## config.mk

```make
export PLATFORM = sky130hd
export DESIGN_NAME = m68k_sdram_controller
export DESIGN_NICKNAME = d
export VERILOG_FILES = /design/src/rtl/m68k_sdram_pkg.sv /design/src/rtl/sdram_refresh_timer.sv /design/src/rtl/m68k_sdram_controller.sv
export SDC_FILE = /design/constraint.sdc
export NUM_CORES = 1
export LEC_CHECK = 0
export ABC_AREA = 1
export CORE_MARGIN = 2
export CORE_UTILIZATION = 40
export CTS_CLUSTER_SIZE = 28
export DETAILED_ROUTE_END_ITERATION = 8
export GPL_TIMING_DRIVEN = 0
export PLACE_DENSITY = 0.74
export SYNTH_ARGS = -nofsm -noshare
export SYNTH_HDL_FRONTEND = slang
export SYNTH_SLANG_ARGS = --single-unit
```

## constraint.sdc

```tcl
create_clock -name Clock -period 2.3 [get_ports Clock]
set_input_delay 0.575 -clock Clock [delete_from_list [all_inputs] [get_ports Clock]]
set_output_delay 0.575 -clock Clock [all_outputs]
set_load 0.01 [all_outputs]
```

## src/rtl/m68k_sdram_pkg.sv

```systemverilog
// Shared SDRAM command encodings, controller state encodings and mode-register value.
// Periodic refresh is enabled by defining SDRAM_REFRESH_EN (see sdram_refresh_timer).
package m68k_sdram_pkg;

  // Command bits are ordered {CS_L, RAS_L, CAS_L, WE_L}.
  typedef enum logic [3:0] {
    CMD_LOAD_MODE = 4'b0000,
    CMD_REFRESH   = 4'b0001,
    CMD_PRECHARGE = 4'b0010,
    CMD_ACTIVE    = 4'b0011,
    CMD_WRITE     = 4'b0100,
    CMD_READ      = 4'b0101,
    CMD_NOP       = 4'b0111,
    CMD_INHIBIT   = 4'b1111
  } sdram_cmd_e;

  typedef enum logic [4:0] {
    S_INIT_WAIT = 5'd0,
    S_INIT_TRP  = 5'd1,
    S_INIT_RFC1 = 5'd2,
    S_INIT_RFC2 = 5'd3,
    S_INIT_MRD  = 5'd4,
    S_IDLE      = 5'd5,
    S_REF_WAIT  = 5'd6,
    S_RCD       = 5'd7,
    S_RW        = 5'd8,
    S_CAS       = 5'd9,
    S_BURST     = 5'd10,
    S_ACK       = 5'd11,
    S_HOLD      = 5'd12,
    S_PRE_WAIT  = 5'd13
  } ctrl_state_e;

  // Burst length 8, sequential, CAS latency 2, single-location writes.
  localparam logic [12:0] MODE_REG    = 13'h223;
  localparam int          CAS_LATENCY = 2;
  localparam int          BURST_LEN   = 8;

  // Column address with A10 set so every access auto-precharges.
  function automatic logic [12:0] col_addr(input logic [31:0] addr);
    return {2'b00, 1'b1, addr[10:1]};
  endfunction

endpackage

```

## src/rtl/sdram_refresh_timer.sv

```systemverilog
// Periodic refresh interval counter with a sticky pending flag.
// Only present when SDRAM_REFRESH_EN is defined; otherwise refresh_req is tied low.
module sdram_refresh_timer #(
  parameter int REFRESH_INTERVAL = 375
) (
  input  logic clk,
  input  logic rst_n,
  input  logic run,
  input  logic refresh_ack,
  output logic refresh_req
);

`ifdef SDRAM_REFRESH_EN
  localparam int CW = $clog2(REFRESH_INTERVAL + 1);

  logic [CW-1:0] count;
  logic          pending;
  logic          expire;

  assign expire = run && (count == '0);

  always_ff @(posedge clk or negedge rst_n) begin
    if (!rst_n) begin
      count   <= CW'(REFRESH_INTERVAL - 1);
      pending <= 1'b0;
    end else begin
      if (run) begin
        if (count == '0) count <= CW'(REFRESH_INTERVAL - 1);
        else             count <= count - CW'(1);
      end
      // A fresh expiry wins over an ack in the same clock, and repeated
      // expiries before service merge into a single pending refresh.
      pending <= (pending & ~refresh_ack) | expire;
    end
  end

  assign refresh_req = pending;
`else
  logic unused_inputs;
  assign unused_inputs = &{1'b0, clk, rst_n, run, refresh_ack};
  assign refresh_req   = 1'b0;
`endif

endmodule

```

## src/rtl/m68k_sdram_controller.sv

```systemverilog
// 68000-bus SDRAM controller: power-up init, single-burst reads, masked writes, auto-refresh.
// Periodic refresh is compiled in only with SDRAM_REFRESH_EN defined.
import m68k_sdram_pkg::*;

module m68k_sdram_controller #(
  parameter int INIT_DELAY       = 5000,
  parameter int REFRESH_INTERVAL = 375,
  parameter int TRFC             = 7,
  parameter int TRP              = 2
) (
  input  logic        Clock,
  input  logic        Reset_L,
  input  logic        DramSelect_L,
  input  logic        AS_L,
  input  logic        WE_L,
  input  logic        UDS_L,
  input  logic        LDS_L,
  input  logic [31:0] Address,
  input  logic [15:0] DataIn,
  output logic [15:0] DataOut,
  output logic        Dtack_L,
  output logic        SDram_CKE_H,
  output logic        SDram_CS_L,
  output logic        SDram_RAS_L,
  output logic        SDram_CAS_L,
  output logic        SDram_WE_L,
  output logic [12:0] SDram_Addr,
  output logic [1:0]  SDram_BA,
  output logic [1:0]  SDram_DQM,
  output logic [15:0] SDram_DQ_Out,
  output logic        SDram_DQ_OE_H,
  input  logic [15:0] SDram_DQ_In,
  output logic [4:0]  ControllerState
);

  ctrl_state_e state;
  sdram_cmd_e  cmd;
  logic [15:0] cnt;
  logic        init_done;
  logic        refresh_req;
  logic        refresh_ack;
  logic        unused_addr;

  assign {SDram_CS_L, SDram_RAS_L, SDram_CAS_L, SDram_WE_L} = cmd;
  assign ControllerState = state;
  assign refresh_ack     = (state == S_IDLE) && refresh_req;
  assign unused_addr     = &{1'b0, Address[31:26], Address[0]};

  sdram_refresh_timer #(
    .REFRESH_INTERVAL(REFRESH_INTERVAL)
  ) u_refresh_timer (
    .clk        (Clock),
    .rst_n      (Reset_L),
    .run        (init_done),
    .refresh_ack(refresh_ack),
    .refresh_req(refresh_req)
  );

  // Wait states load the count so the next command follows exactly N NOPs.
  always_ff @(posedge Clock or negedge Reset_L) begin
    if (!Reset_L) begin
      state         <= S_INIT_WAIT;
      cnt           <= 16'(INIT_DELAY);
      cmd           <= CMD_INHIBIT;
      SDram_CKE_H   <= 1'b0;
      SDram_Addr    <= '0;
      SDram_BA      <= '0;
      SDram_DQM     <= 2'b11;
      SDram_DQ_Out  <= '0;
      SDram_DQ_OE_H <= 1'b0;
      DataOut       <= '0;
      Dtack_L       <= 1'b1;
      init_done     <= 1'b0;
    end else begin
      cmd           <= CMD_NOP;
      SDram_DQ_OE_H <= 1'b0;
      case (state)
        S_INIT_WAIT: begin
          SDram_CKE_H <= 1'b1;
          if (cnt == 16'd0) begin
            cmd        <= CMD_PRECHARGE;
            SDram_Addr <= 13'h0400;
            cnt        <= 16'(TRP);
            state      <= S_INIT_TRP;
          end else cnt <= cnt - 16'd1;
        end
        S_INIT_TRP: begin
          if (cnt == 16'd0) begin
            cmd   <= CMD_REFRESH;
            cnt   <= 16'(TRFC);
            state <= S_INIT_RFC1;
          end else cnt <= cnt - 16'd1;
        end
        S_INIT_RFC1: begin
          if (cnt == 16'd0) begin
            cmd   <= CMD_REFRESH;
            cnt   <= 16'(TRFC);
            state <= S_INIT_RFC2;
          end else cnt <= cnt - 16'd1;
        end
        S_INIT_RFC2: begin
          if (cnt == 16'd0) begin
            cmd        <= CMD_LOAD_MODE;
            SDram_Addr <= MODE_REG;
            SDram_BA   <= 2'b00;
            cnt        <= 16'd1;
            state      <= S_INIT_MRD;
          end else cnt <= cnt - 16'd1;
        end
        S_INIT_MRD: begin
          if (cnt == 16'd0) begin
            init_done <= 1'b1;
            state     <= S_IDLE;
          end else cnt <= cnt - 16'd1;
        end
        S_IDLE: begin
          if (refresh_req) begin
            cmd   <= CMD_REFRESH;
            cnt   <= 16'(TRFC - 1);
            state <= S_REF_WAIT;
          end else if (!DramSelect_L && !AS_L) begin
            cmd        <= CMD_ACTIVE;
            SDram_BA   <= Address[25:24];
            SDram_Addr <= Address[23:11];
            state      <= S_RCD;
          end
        end
        S_REF_WAIT: begin
          if (cnt == 16'd0) state <= S_IDLE;
          else              cnt   <= cnt - 16'd1;
        end
        S_RCD: state <= S_RW;
        S_RW: begin
          SDram_Addr <= col_addr(Address);
          if (!WE_L) begin
            cmd           <= CMD_WRITE;
            SDram_DQM     <= {UDS_L, LDS_L};
            SDram_DQ_Out  <= DataIn;
            SDram_DQ_OE_H <= 1'b1;
            state         <= S_ACK;
          end else begin
            cmd       <= CMD_READ;
            SDram_DQM <= 2'b00;
            cnt       <= 16'(CAS_LATENCY - 1);
            state     <= S_CAS;
          end
        end
        S_CAS: begin
          if (cnt == 16'd0) begin
            cnt   <= 16'(BURST_LEN - 1);
            state <= S_BURST;
          end else cnt <= cnt - 16'd1;
        end
        S_BURST: begin
          DataOut <= SDram_DQ_In;
          if (cnt == 16'd0) state <= S_ACK;
          else              cnt   <= cnt - 16'd1;
        end
        S_ACK: begin
          Dtack_L   <= 1'b0;
          SDram_DQM <= 2'b11;
          state     <= S_HOLD;
        end
        S_HOLD: begin
          // Dtack drops on either strobe, but Idle waits for AS_L to end the bus cycle.
          if (AS_L || DramSelect_L) Dtack_L <= 1'b1;
          if (AS_L) begin
            cnt   <= 16'(TRP - 1);
            state <= S_PRE_WAIT;
          end
        end
        S_PRE_WAIT: begin
          if (cnt == 16'd0) state <= S_IDLE;
          else              cnt   <= cnt - 16'd1;
        end
        default: state <= S_INIT_WAIT;
      endcase
    end
  end

endmodule

```

# Yosys cells after proc, flatten, opt, wreduce, memory -nomap -nowiden
# Index checks and enable logic that the tools add are counted.
word_totals:
  regBits: 77
  input_bits: 71
  out_inout_bits: 61
op_classes:
  n_addsub: 1
  n_eq_ne: 25
  mux: 37
  bitwise: 1
  n_reduce_logical: 21
op_table:
  columns: ["cell", "count"]
  rows:
  - ["$mux 16", 6]
  - ["$pmux 16 s6", 1]
  - ["$pmux 5 s12", 1]
  - ["$pmux 13 s4", 1]
  - ["$mux 5", 9]
  - ["$mux 13", 3]
  - ["$eq 5x4->1 const B", 6]
  - ["$eq 5x3->1 const B", 4]
  - ["$ne 2x2->1 const B", 10]
  - ["$logic_not 16->1", 1]
  - ["$sub 16x1->16 const B", 1]
  - ["$pmux 3 s5", 1]
  - ["$mux 3", 4]
  - ["$eq 5x2->1 const B", 2]
  - ["$reduce_and 9->1", 1]
  - ["$mux 2", 4]
  - ["$pmux 2 s2", 2]
  - ["$reduce_and 4->1", 2]
  - ["$reduce_bool 2->1", 3]
  - ["$reduce_bool 6->1", 1]
  - ["$reduce_or 3->1", 2]
  - ["$eq 5x1->1 const B", 1]
  - ["$logic_not 5->1", 1]
  - ["$mux 1", 4]
  - ["11 further kinds", 14]

# Longest topological paths before layout
# Gate-level depths: netlist of run 1.
logic_depth:
  word_depth: 4
  depth_mapped: 13
  ltp_nobuf: 12

# Modules after synthesis
# Synthesis of run 1 repeated with hierarchy kept, for this count alone.
unflattened:
  hier_cells: 576
  area_unflattened_um2: 4172.8
modules_own_cells:
  columns: ["mod", "n_inst", "cells_per_inst", "area_each_um2", "seq_area_each_um2"]
  rows:
  - ["m68k_sdram_controller", 1, 574, 4161.5, 1941.9]
  - ["sdram_refresh_timer", 1, 2, 11.3, 0.0]

# Worst setup path before layout of run 1
# Ideal clock, no wire load.
synth_timing:
  path_kind: "reg-to-reg"
  start: "reg state[0] (netlist: ControllerState[0])"
  end: "reg cnt[1]"
  setup_ns: 0.121
  arrival_ns: 1.641
  t_required_ns: 2.179
  slack_ns: 0.537
  stages_incl_launch_ff: 13
  synth_period_minus_slack_ns: 1.763
  path_cell_list: "dfrtp_1 clkbuf_2 nor2_2 nand2_2 or2_1 buf_4 nand2_2 inv_2 nand2_2 nor2_4 buf_6 nand3_1 o21ai_1"
synth_between:
  elab_chain_len: 4
synth_rtl:
  columns: ["element", "line", "source"]
  rows:
  - ["start: declaration", "m68k_sdram_controller.sv:36", "ctrl_state_e state;"]
  - ["start signal: assignment", "m68k_sdram_controller.sv:62", "state <= S_INIT_WAIT;"]
  - ["start signal: assignment", "m68k_sdram_controller.sv:84", "state <= S_INIT_TRP;"]
  - ["start signal: assignment", "m68k_sdram_controller.sv:91", "state <= S_INIT_RFC1;"]
  - ["$eq 5x4->1 (tied with other cells)", "m68k_sdram_controller.sv:77", "case (state)"]
  - ["$reduce_or 4->1 (no line) or $reduce_or 3->1 (tied branches)", null, null]
  - ["$reduce_bool 6->1 (no line) or $ne 2x2->1 (tied branches)", null, null]
  - ["$reduce_and 4->1 (no line)", null, null]
  - ["end signal: assignment", "m68k_sdram_controller.sv:83", "cnt <= 16'(TRP);"]
  - ["end signal: assignment", "m68k_sdram_controller.sv:85", "end else cnt <= cnt - 16'd1;"]
  - ["end signal: assignment", "m68k_sdram_controller.sv:90", "cnt <= 16'(TRFC);"]
  - ["end: declaration", "m68k_sdram_controller.sv:38", "logic [15:0] cnt;"]
# Several ways; a longest one is shown, not always the timed one.
# A chain may end at the register's enable or synchronous reset.

# Worst setup path in the final report of run 1
layout_timing:
  start: "reg state[2] (netlist: ControllerState[2])"
  end: "out ControllerState[2]"
layout_lines:
  columns: ["element", "line", "source"]
  rows:
  - ["end: declaration", "m68k_sdram_controller.sv:33", "output logic [4:0] ControllerState"]
# No word-level cell between the ends.

==> run_results.csv, run 1 <==
group,metric,value,unit
timing,post-route-min-period,2080,ps
finish,final_cells,788,
setup_path,path_class,"register to output port",
cts,cts_resized,0,
die,die_w,102,um
timing,clock.fmax,481,MHz
finish,layout_common_cells,"nand2_1, clkdlybuf4s50_1, dfrtp_1",
timing,whs,182,ps
setup_path,cp.required,1730,ps
pwr,ir_worst_vdd,0.000383,V
cts,cts_max_level,3,
timing,min_period_over_period,90.5,%
placed_design,io_buffers,123,
setup_path,crit_family,"buffers and inverters",
cts,cts_tree,"yes",
global_route,grt_pass1_wl,17300,um
cts,cts_setup_buffers,0,
synthesis,synthCells,517,
setup_path,r2r_slack,270,ps
global_route,grt_pass1_vias,3948,
finish,nNetsFinal,727,
placed_design,dp_cells,771,
cts,root_buffer,"clkbuf_8",
timing,worst_pin_slew,577,ps
setup_path,crit_chain,"clkdlybuf4s50_1",
timing,final-setup-viol-count,0,
die,rows,35,
global_route,grt_remaining_overflow,0,
setup_path,endpoint_kind,"output port",
setup_path,worstPathMaxFanout,8,
outcome,status,"finished, final reports clean",
die,coreArea,0.00933,mm2
die,ios,132,
synthesis,synth-main-ff-cell,"dfrtp_1",
setup_path,startpoint_type,"register",
routing,drc_errors,0,
finish,final_common_cell,"nand2_1",
timing,hold_viol,0,
die,die_h,102,um
pwr,powerDensity,476,mW/mm2
routing,antenna_left,0,
pwr,p_total,2620,uW
hold_path,hp-class,"input port to async pin",
routing,drt-total-wl,10000,um
timing,finClkSkew,17.3,ps
die,die_area,0.0105,mm2
synthesis,syn_avg_cell_area,7.48,um2
cts,hold_buffers,0,
die,initial_core_util,41.5,%
cts,cts_buffers,9,
setup_path,critPathBufInv,1,
synthesis,ys_types,36,
routing,routed-via-count,3815,
timing,rsz0062_at_grt,"no",
placed_design,dpl.hpwl,7660,um
synthesis,syn_area,0.00387,mm2
cts,clk_path_buf_depth,2,
global_route,grt_max_degree,42,
synthesis,ys_ff_latch,76,
routing,drt_iter0_drc,190,
global_route,antenna_found_initial,0,
timing,max-slew-margin-rel,61.2,%
finish,antenna_cells,0,
finish,area_growth,42.1,%
cts,clk_latency,350,ps
finish,layout-drive-gt1-share,8.50,%
synthesis,ys_async_sr_fraction,100,%
synthesis,synth_edf_count,0,
synthesis,yosys_warnings,0,
cts,clock_sinks,76,
setup_path,max_stage_delay,620,ps
routing,viasPerCell,4.84,
job,maxCapViolations,0,
routing,drtPass1Iterations,4,
pwr,leakage,0.00265,uW
timing,final_max_slew_viol_count,0,
setup_path,arrival,1510,ps
routing,routedWlPerCell,12.7,um
global_route,grt_use_total,20.7,%
synthesis,yosysSeqAreaShare,49.6,%
setup_path,critPathSlowestCell,"clkdlybuf4s50_1",
cts,clkTransAtPathRegs,90,ps
placed_design,routabilityCongestion,0.906,
[logic make-up after synthesis]
family | share of synthesized area [%]
other cells | 0.0970
buf+inv | 7.41
flops | 49.6
simple gates | 33.7
fa+ha+maj | 0.647
xor+xnor | 0.906
compound gates | 7.67
[per-layer routing]
layer | GRT usage [%] | routed length [um] | part of all wire (%)
met2 | 33.7 | 4570 | 46
met4 | 5.95 | 65 | 0.65
met3 | 9.78 | 1110 | 11
met1 | 24.7 | 4250 | 43
met5 | 0 | 0 | 0
[final timing paths]
kind | from | to | depth (start not counted)
min reg2reg | SDram_CKE_H | SDram_CKE_H | 1
max reg2reg | ControllerState[0] | cnt[9] | 11
max in group asynchronous | Reset_L | cmd[2] | 2
min in group Clock | SDram_CKE_H | SDram_CKE_H | 1
max | ControllerState[2] | ControllerState[2] | 1
min | Reset_L | DataOut[5] | 1
[cell type report]
class	instances	area, um2
fill	845	3830
inverter	55	206
sequential	76	1920
multi-input combinational	372	1670
clock buffer	10	138
clock inverter	6	68.8
buffer	15	80.1
timing repair buffer	125	1260
tap	129	161
[Yosys cell counts, types with 2 or more instances]
master / n / area share [%]
a21oi_1: 7 / 0.91
a221o_1: 2 / 0.52
a221oi_1: 4 / 0.91
a22o_1: 6 / 1.4
buf_2: 6 / 0.78
buf_4: 2 / 0.39
clkbuf_1: 5 / 0.49
dfrtp_1: 64 / 41
dfstp_2: 12 / 8.2
ha_1: 2 / 0.65
inv_1: 50 / 4.9
inv_2: 4 / 0.39
nand2_1: 212 / 21
nand2_2: 4 / 0.65
nand3_1: 31 / 4.0
nand4_1: 9 / 1.5
nor2_1: 44 / 4.3
nor2_4: 2 / 0.58
nor3_1: 6 / 0.78
o21ai_0: 23 / 3.0
o21ai_1: 3 / 0.39
or2_2: 3 / 0.49
xor2_1: 3 / 0.68
[per-stage QoR]
| step | util [%] | setup TNS (ps) | cell area, um2 | setup slack, ps |
|---|---|---|---|---|
| after global routing | 58.9 | 0 | 5500 | 37.3 |
| after global placement | 56.4 | -138440 | 5260 | -1960 |
| after floorplan | - | 0 | 3870 | 537 |
| final | 58.9 | 0 | 5500 | 219 |
| after detailed placement | 56.6 | 0 | 5280 | 122 |
| after CTS | 58.8 | 0 | 5490 | 205 |
[state kept, by name (all words and copies together) (netlist names)]
| name | flops |
|---|---|
| SDram_BA | 2 |
| cmd | 4 |
| SDram_DQ_Out | 16 |
| SDram_DQM | 2 |
| SDram_CKE_H | 1 |
| SDram_DQ_OE_H | 1 |
| ControllerState | 4 |
| cnt | 16 |
| SDram_Addr | 13 |
| Dtack_L | 1 |
| DataOut | 16 |
[power breakdown]
part / leakage [uW] / switching [uW] / total [uW] / internal (uW)
registers: 0.000893 / 9.87 / 1360 / 1360
clock network: 0.000104 / 510 / 1050 / 540
logic: 0.00165 / 67.8 / 201 / 133
(Power assumes the default switching activity.)
==> run 2, diff against run 1 <==
- GPL_TIMING_DRIVEN: 0 -> unset
==> run 2 against run 1 <==
Against the previous run: critical path type unchanged; flip-flop and latch count did not move; final area rose by 0.55%; count of clock-buffer cells in the layout did not move; cell count fell by 0.63%; utilization rose by 0.32 points; highest routed layer unchanged; combinational power barely moved; fmax barely moved.
==> run_results.csv, run 2 (synthesis gave the netlist of run 1 again) <==
group,metric,value,unit
outcome,status,"finished, final reports clean",
finish,antenna_cells,0,
setup_path,worstPathMaxFanout,8,
finish,layout_common_cells,"nand2_1, clkdlybuf4s50_1, dfrtp_1",
cts,cts_tree,"yes",
pwr,p_sw,585,uW
finish,nNetsFinal,722,
pwr,p_total,2800,uW
timing,rsz0062_at_grt,"no",
setup_path,path_class,"register to output port",
die,initial_core_util,41.5,%
global_route,grt_pass1_vias,3823,
pwr,internal-power,2210,uW
pwr,powerDensity,506,mW/mm2
setup_path,startpoint_type,"register",
cts,clk_latency,340,ps
finish,largestRegisters,"DataOut (16), SDram_DQ_Out (16), cnt (16)",
cts,cts_max_level,3,
routing,routedWlPerCell,12.8,um
placed_design,routabilityCongestion,0.920,
pwr,pwr-share-clk,44.0,%
routing,antenna_left,0,
setup_path,critPathBufInv,1,
timing,min_period_over_period,90.4,%
finish,regArea,0.00192,mm2
timing,post-route-min-period,2080,ps
timing,hold_viol,0,
setup_path,max_stage_delay,620,ps
job,maxCapViolations,0,
timing,final_max_slew_viol_count,0,
die,coreArea,0.00933,mm2
setup_path,crit_chain,"clkdlybuf4s50_1",
routing,drc_errors,0,
pwr,p_seq_share,48.8,%
setup_path,critPathSlowestCell,"clkdlybuf4s50_1",
global_route,grt_max_degree,41,
die,die_w,102,um
pwr,p_sw_share,20.9,%
placed_design,dpl.hpwl,7500,um
timing,max-slew-margin-rel,63.6,%
routing,drt_iter0_drc,170,
finish,layout-drive-gt1-share,8.56,%
setup_path,arrival,1500,ps
routing,drt-total-wl,10000,um
die,die_area,0.0105,mm2
finish,area_growth,42.9,%
pwr,share_comb_of_total_power,7.2,%
die,ios,132,
timing,fin_tns_setup,0,ps
cts,clock_sinks,76,
setup_path,cp.required,1730,ps
timing,clock.fmax,481,MHz
pwr,ir_worst_vdd,0.000325,V
global_route,grt_pass1_wl,16900,um
pwr,leakage,0.00266,uW
cts,root_buffer,"clkbuf_8",
routing,routed-via-count,3782,
routing,drtPass1Iterations,5,
timing,finClkSkew,9.28,ps
routing,viasPerCell,4.83,
timing,final-setup-viol-count,0,
finish,final_common_cell,"nand2_1",
global_route,antenna_found_initial,0,
die,rows,35,
placed_design,io_buffers,123,
die,die_h,102,um
cts,clk_path_buf_depth,2,
cts,cts_buffers,9,
cts,clkTransAtPathRegs,80,ps
setup_path,endpoint_kind,"output port",
timing,worst_pin_slew,541,ps
hold_path,hp-class,"input port to async pin",
global_route,grt_use_total,20.3,%
global_route,grt_remaining_overflow,0,
finish,multiInputGateArea,0.00167,mm2
finish,n_fill_cell,861,
setup_path,crit_family,"buffers and inverters",
[run 2: cell types whose count changed in the layout (fill, tap and decap cells not counted)]
cell and delta:
clkbuf_8 -1, buf_6 -1, clkbuf_1 -4, inv_6 -2, nand2_2 +1, clkbuf_2 -1, buf_2 -6, nand2_1 -1
bufinv_16 +2, buf_4 +8
[run 2: through the flow]
step	utilization, %	cell area, um2	cells	worst slack, ps	hold slack, ps
2_1_floorplan	-	3870	518	537	279
6_report	59.2	5530	783	220	207
5_1_grt	59.2	5530	783	27.0	235
3_5_place_dp	56.6	5280	766	191	468
3_3_place_gp	56.6	5280	766	217	459
4_1_cts	59.1	5520	782	209	217
[run 2: power groups by stage]
stage / Clock [uW] / Sequential (uW) / Combinational [uW]
final: 1230 / 1370 / 200
after global routing: 1310 / 1370 / 219
after global placement: 0 / 1390 / 200
after detailed placement: 0 / 1390 / 203
after floorplan: 0 / 1400 / 16.4
after CTS: 1260 / 1370 / 204
[run 2: path summary, 6_finish.rpt]
kind                                    startpoint                 end  depth (start not counted)  slack, ps
worst min register to register          DataOut[2]          DataOut[2]                          2        490
worst max-delay path            ControllerState[2]  ControllerState[2]                          1        220
min in group Clock                      DataOut[2]          DataOut[2]                          2        490
worst min-delay path                       Reset_L     SDram_DQ_Out[0]                          1        210
max in group asynchronous                  Reset_L              cmd[0]                          2       1420
worst max register to register              cnt[0]       SDram_Addr[5]                         12        310
[run 2: cell type report]
cell class	instances	area share [%]
repair buffers	135	24.1
well taps	129	2.92
flip-flops and latches	76	34.7
clock inverters	6	2.02
clock buffers	10	2.31
multi-input cells	372	30.2
inverters	55	3.74
[run 2: layer usage]
layer  vias to the layer above  part of all wire (%)  GRT usage, %
met5                         -                     0             0
met4                         0                   1.2          6.87
met3                        11                   9.6          8.14
met2                       124                    46          34.2
met1                      1756                    43          23.7
li1                       1891                     -             -
[run 2: worst register-to-register path, delay by kind of cell, from the launching register on]
kind / cells / cell delay (ps)
AO/OA/AOI/OAI: 1 / 70
flip-flops: 1 / 400
adder cells (fa/ha/maj): 1 / 240
AND/OR/NAND/NOR: 7 / 700
buffers and inverters: 3 / 460
[run 2: timing repair]
item / 4_1_cts / 5_1_grt
resized for setup: 0 / 1
hold buffers: 0 / 0
setup endpoints to repair: 0 / 12
buffers inserted: 0 / 1
==> run 3, diff against run 2 <==
- SETUP_SLACK_MARGIN: unset -> 0.2
==> run 3 against run 2 <==
Against the previous run: combinational power is essentially flat; die area is the same; power grew 0.18%; critical endpoint is now SDram_DQM[1]; clock skew grew 1.2 ps.
==> run_results.csv, run 3 (synthesis gave the netlist of run 1 again) <==
group,metric,value,unit
finish,largestRegisters,"DataOut (16), SDram_DQ_Out (16), cnt (16)",
global_route,grt_use_total,20.3,%
timing,finClkSkew,10.5,ps
cts,cts_tree,"yes",
die,die_area,0.0105,mm2
routing,drt_iter0_drc,152,
placed_design,io_buffers,123,
cts,cts_max_level,3,
pwr,powerDensity,505,mW/mm2
setup_path,crit_chain,"clkdlybuf4s50_1",
routing,antenna_left,0,
routing,routed-via-count,3794,
pwr,ir_worst_vdd,0.000325,V
routing,drc_errors,0,
die,die_h,102,um
timing,fin_tns_setup,0,ps
die,die_w,102,um
finish,layout-drive-gt1-share,9.94,%
setup_path,endpoint_kind,"output port",
global_route,grt_pass1_wl,16900,um
placed_design,routabilityCongestion,0.920,
setup_path,path_class,"register to output port",
global_route,antenna_found_initial,0,
finish,antenna_cells,0,
outcome,status,"finished, final reports clean",
cts,clkTransAtPathRegs,90,ps
timing,worst_pin_slew,547,ps
cts,clock_sinks,76,
die,ios,132,
timing,max-slew-margin-rel,63.3,%
global_route,grt_remaining_overflow,0,
routing,drtPass1Iterations,4,
timing,hold_viol,0,
finish,layout_common_cells,"nand2_1, clkdlybuf4s50_1, dfrtp_1",
job,maxCapViolations,0,
timing,post-route-min-period,2020,ps
finish,final_common_cell,"nand2_1",
routing,routedWlPerCell,12.9,um
setup_path,reg2reg_depth,7,
setup_path,critPathBufInv,1,
setup_path,crit_family,"buffers and inverters",
setup_path,critPathSlowestCell,"clkdlybuf4s50_1",
timing,rsz0062_at_grt,"yes",
setup_path,crit_cells,1,
timing,min_period_over_period,87.8,%
setup_path,startpoint_type,"register",
finish,nNetsFinal,722,
timing,final_max_slew_viol_count,0,
hold_path,hp-class,"input port to async pin",
finish,n_fill_cell,857,
setup_path,cp.required,1730,ps
cts,clk_path_buf_depth,2,
die,initial_core_util,41.5,%
global_route,grt_max_degree,41,
routing,viasPerCell,4.85,
routing,drt-total-wl,10100,um
placed_design,dpl.hpwl,7500,um
pwr,leakage,0.00265,uW
timing,whs,202,ps
pwr,p_total,2800,uW
cts,hold_buffers,0,
cts,root_buffer,"clkbuf_8",
cts,cts_buffers,9,
global_route,grt_pass1_vias,3823,
timing,clock.fmax,495,MHz
setup_path,worstPathMaxFanout,2,
finish,area_growth,43.4,%
setup_path,arrival,1440,ps
setup_path,max_stage_delay,570,ps
cts,clk_latency,340,ps
timing,final-setup-viol-count,0,
die,rows,35,
die,coreArea,0.00933,mm2
[run 3: cell types whose count changed in the layout (fill, tap and decap cells not counted), moves of 2 or more]
cell and change:
dfrtp_2 +3, dfrtp_1 -3, nor2_2 +2, nor2_1 -2
[run 3: path summary, 6_finish.rpt]
check	start	to	slack (ps)
max in group asynchronous	Reset_L	cmd[0]	1420
min reg2reg	DataOut[12]	DataOut[12]	490
max	SDram_DQM[1]	SDram_DQM[1]	280
min	Reset_L	SDram_DQ_Out[0]	200
min in group Clock	DataOut[12]	DataOut[12]	490
max reg2reg	cnt[0]	cnt[15]	410
[run 3: layout make-up]
cell class | instances | area, um2 | share of cell area (%)
Tap cell | 129 | 161 | 2.91
Timing Repair Buffer | 135 | 1330 | 24.0
Clock inverter | 6 | 111 | 2.01
Clock buffer | 10 | 128 | 2.30
Multi-Input combinational cell | 372 | 1690 | 30.4
Sequential cell | 76 | 1920 | 34.6
Inverter | 55 | 206 | 3.72
[run 3: routing by layer]
metal | GRT usage [%] | up-vias | part of all wire (%)
met5 | 0 | - | 0
li1 | - | 1894 | -
met4 | 6.87 | 0 | 1.3
met1 | 23.7 | 1754 | 42
met2 | 34.2 | 132 | 47
met3 | 8.14 | 14 | 9.8
[run 3: timing repair]
action | in CTS | in global routing
resized for setup | 0 | 10
buffers inserted | 0 | 1
setup endpoints to repair | 0 | 31
[run 3: metrics by stage]
| step | utilization (%) | cells | setup WS, ps | cell area, um2 |
|---|---|---|---|---|
| finish | 59.4 | 783 | 282 | 5540 |
| CTS | 59.1 | 782 | 209 | 5520 |
| global route | 59.4 | 783 | 191 | 5540 |
| detailed placement | 56.6 | 766 | 191 | 5280 |
| global placement | 56.6 | 766 | 217 | 5280 |
| floorplan | - | 518 | 537 | 3870 |
[run 3: report_power, final]
part	switching, uW	leakage [uW]	internal (uW)
combinational	67.5	0.00165	133
clock	513	0.000117	724
sequential	10.1	0.000888	1350
total	590	0.00265	2210
==> edit 1, RTL diff (config.mk and constraints of run 1) <==
Build with the macro `SDRAM_REFRESH_EN` defined.
--- a/src/rtl/sdram_refresh_timer.sv
+++ b/src/rtl/sdram_refresh_timer.sv
@@ -1,4 +1,6 @@
 // Periodic refresh interval counter with a sticky pending flag.
 // Only present when SDRAM_REFRESH_EN is defined; otherwise refresh_req is tied low.
+`define SDRAM_REFRESH_EN
+
 module sdram_refresh_timer #(
   parameter int REFRESH_INTERVAL = 375
Formal check against the unedited RTL: same outputs for any inputs over 10 cycles, from zero or initial values and one cycle with Reset_L low; that may be too few to reach the edited logic, so the function may still have changed.
==> edit 1 against run 1 <==
- clock skew shrank 0.0083 ns
- final area rose by 14%
- die area is 16% higher
- sequential cell count grew 11
- cell count up 8.4%
- area after synthesis is 16% higher
- power rose by 29%
- critical path depth is the same
- utilization fell by 1.5 points
- wire length increased by 15%
- largest cell class unchanged
- setup slack gained 0.032 ns
- largest power group is now clock
==> edit 1: results <==
set metrics [dict create \
    first_pass_iters 5 \
    viasPerCell 5.00 \
    pre_cts_ws_ns 0.200 \
    drt_iter0_drc 234 \
    setup_slack_ns 0.252 \
    yosysUniqueCellTypes 42 \
    wl_met2_mm 5.34 \
    skew_ns 0.00896 \
    path_clk_slew_ns 0.06 \
    startpoint "ControllerState[0]$_DFFE_PN0P_" \
    synth_cells 573 \
    outcome "completed" \
    wire_per_inst_um 13.4 \
    ys_top_cells_by_count "214 x nand2_1, 69 x dfrtp_1, 52 x nor2_1" \
    root_buffer "clkbuf_16" \
    yosysSeqAreaShare 0.488 \
    p_leak_nw 2.96 \
    reg2reg_depth 10 \
    slew-limit-headroom 0.620 \
    vias 4273 \
    worst_ep_arrival_time_ns 1.47 \
    grt_max_degree 46 \
    ir_worst_vdd_uv 286 \
    yosys-top-cells-area "dfrtp_1 38%, nand2_1 18%, dfstp_2 11%, nor2_1 4.3%, inv_1 4.3%" \
    met1_length_mm 4.86 \
    gp_congestion 0.847 \
    r2r_start "cnt[0]$_DFFE_PN0P_" \
    grt_pass1_wl_mm 19.2 \
    cp-endpoint "ControllerState[0]" \
    dp_cells 838 \
]
-- edit 1: changes by cell type after synthesis, sizes merged, moves of 4 or more --
cell | run 1 | this run
inv | 54 | 59
o21ai | 26 | 37
nand2 | 216 | 225
dfstp | 12 | 18
nor2 | 47 | 63
nand4 | 9 | 13
dfrtp | 64 | 69
-- edit 1: power by group --
part	switching [mW]	internal, mW	total [mW]
Combinational	0.0488	0.0989	0.148
Clock	0.624	1.07	1.69
Sequential	0.000363	1.53	1.53
Total	0.673	2.70	3.37
-- edit 1: layer usage --
layer / up-vias / track usage
li1: 2086 / -
met2: 155 / 0.339
met5: - / 0
met1: 2013 / 0.244
met4: 0 / 0.0938
met3: 19 / 0.0494
-- edit 1: per-stage QoR --
step	area [µm²]	setup TNS, ns
after floorplan	4510	0
after global placement	5910	-193.35
after detailed placement	5930	0
after CTS	6280	0
after global routing	6280	0
final	6280	0
-- edit 1: cell families after synthesis --
family,after synthesis,synth area share
buf+inv,75,0.0703
xor+xnor,5,0.00972
flops,87,0.488
compound gates,60,0.0828
fa+ha+maj,3,0.00833
simple gates,342,0.340
other cells,1,0.000833
-- edit 1: area by class of cell --
cell class / instances / area [µm²]
buffer: 14 / 87.6
clock buffer: 10 / 229
clock inverter: 6 / 116
fill: 996 / 4660
inverter: 61 / 229
multi-input combinational: 412 / 1990
sequential: 87 / 2200
tap: 140 / 175
timing repair buffer: 124 / 1250
==> edit 2, RTL diff (settings of run 1) <==
Made on the original files. The parameter `TRFC` goes from 7 to 5.
--- a/src/rtl/m68k_sdram_controller.sv
+++ b/src/rtl/m68k_sdram_controller.sv
@@ -6,5 +6,5 @@
   parameter int INIT_DELAY       = 5000,
   parameter int REFRESH_INTERVAL = 375,
-  parameter int TRFC             = 7,
+  parameter int TRFC             = 5,
   parameter int TRP              = 2
 ) (
Check against the original RTL: same outputs for any inputs over 10 cycles, from zero or initial values and one cycle with Reset_L low; that may be too few to reach the edited logic, so the function may still have changed.
==> edit 2 against run 1 <==
- wire length is 2.2% higher
- final area is 1.2% higher
- first-iteration DRC count is 1.1% lower
- clock skew is 0.0062 ns lower
- power is 3.0% lower
- sequential cell count stayed put
- setup slack better by 0.039 ns
- area after synthesis is 2.3% higher
- largest cell class unchanged
- largest power group unchanged
==> edit 2: results <==
set metrics [dict create \
    first_pass_iters 6 \
    ys_top_cells_by_count "246 x nand2_1, 64 x dfrtp_1, 61 x nor2_1" \
    grt_pass1_vias 3712 \
    synth_edf_count 0 \
    grt_pass1_wl_mm 16.9 \
    drt_iter0_drc 188 \
    final_cells 808 \
    antenna_found_initial 0 \
    vias 3808 \
    outcome "completed" \
    yosysUniqueCellTypes 36 \
    path_delay_family "buffers and inverters" \
    final_nets 743 \
    p_leak_nw 2.73 \
    grt_max_degree 42 \
    synth-xor-area-share 0.00221 \
    r2r-end "ControllerState[2]$_DFFE_PN0P_" \
    hold_path_class "in2async" \
    layout-drive-gt1-share 0.101 \
    whs_ns 0.159 \
    place_area_mm2 0.00538 \
    r2r_start "cnt[0]$_DFFE_PN0P_" \
    reg2reg_slack_ns 0.32 \
    hpwl_mm 7.78 \
    ir_worst_vdd_uv 332 \
    yosys-top-cells-area "dfrtp_1 40%, nand2_1 23%, dfstp_2 8.0%, nor2_1 5.8%, inv_1 3.3%" \
    syn_avg_cell_area_um2 7.41 \
    setup_slack_ns 0.259 \
    pre_cts_ws_ns 0.130 \
    cts_buffers 9 \
    path_max_fanout 8 \
    skew_ns 0.0111 \
    worst_ep_arrival_time_ns 1.47 \
    gp_congestion 0.915 \
    cp-endpoint "ControllerState[0]" \
    yosysSeqAreaShare 0.485 \
    wirelength_mm 10.2 \
    startpoint "ControllerState[0]$_DFFE_PN0P_" \
    dp_cells 792 \
    synth_fa_ha_area_frac 0.00633 \
    clk_path_buf_depth 2 \
    grt_use_total 0.202 \
    synth-compound-area-share 0.0620 \
]
## edit 2: cell count changes after synthesis, sizes merged, moves of 2 or more
cell    change
nand3      -10
nand2      +35
o21ai       -5
inv        -12
clkbuf      -3
a221oi      -4
buf         +2
or2         -2
nand4       -2
nand3b      +2
a21oi       -2
xor2        -2
nor2       +21
## edit 2: repair_timing
item                       CTS  global route
buffers inserted             0             0
setup endpoints to repair    0             3
resized for setup            0             1
## edit 2: logic make-up after synthesis
kind of cell             count (synthesis)
AO/OA/AOI/OAI                           37
XOR/XNOR                                 1
adder cells (fa/ha/maj)                  2
buffers and inverters                   57
flip-flops                              76
other                                    1
AND/OR/NAND/NOR                        360
## edit 2: cell type report
class | instances | area, µm²
timing repair buffer | 124 | 1250
tap | 133 | 166
clock inverter | 7 | 57.6
buffer | 14 | 88.8
multi-input combinational | 402 | 1800
fill | 900 | 4130
clock buffer | 9 | 124
sequential | 76 | 1920
inverter | 43 | 161
## edit 2: worst register-to-register path: stages (launching register included)
cell     delay, ns
dfrtp_1       0.39
inv_1         0.15
ha_1          0.21
nand2_1       0.06
nor2_1        0.11
nand2_1       0.22
nand2_1       0.19
nand2_1       0.06
nor2_1        0.19
nand2_2       0.14
nand2_1       0.08
o21ai_0       0.08
## edit 2: where the power goes
part | total (mW) | internal, mW | switching, mW
clock network | 0.969 | 0.406 | 0.563
logic | 0.203 | 0.135 | 0.0681
registers | 1.37 | 1.36 | 0.00933
## edit 2: per-layer routing
layer / vias to the layer above / track usage / wire length (µm)
met1: 1740 / 0.272 / 4670
met2: 126 / 0.312 / 4760
met3: 12 / 0.0558 / 624
met5: - / 0 / 0
met4: 0 / 0.0749 / 159
li1: 1930 / - / -
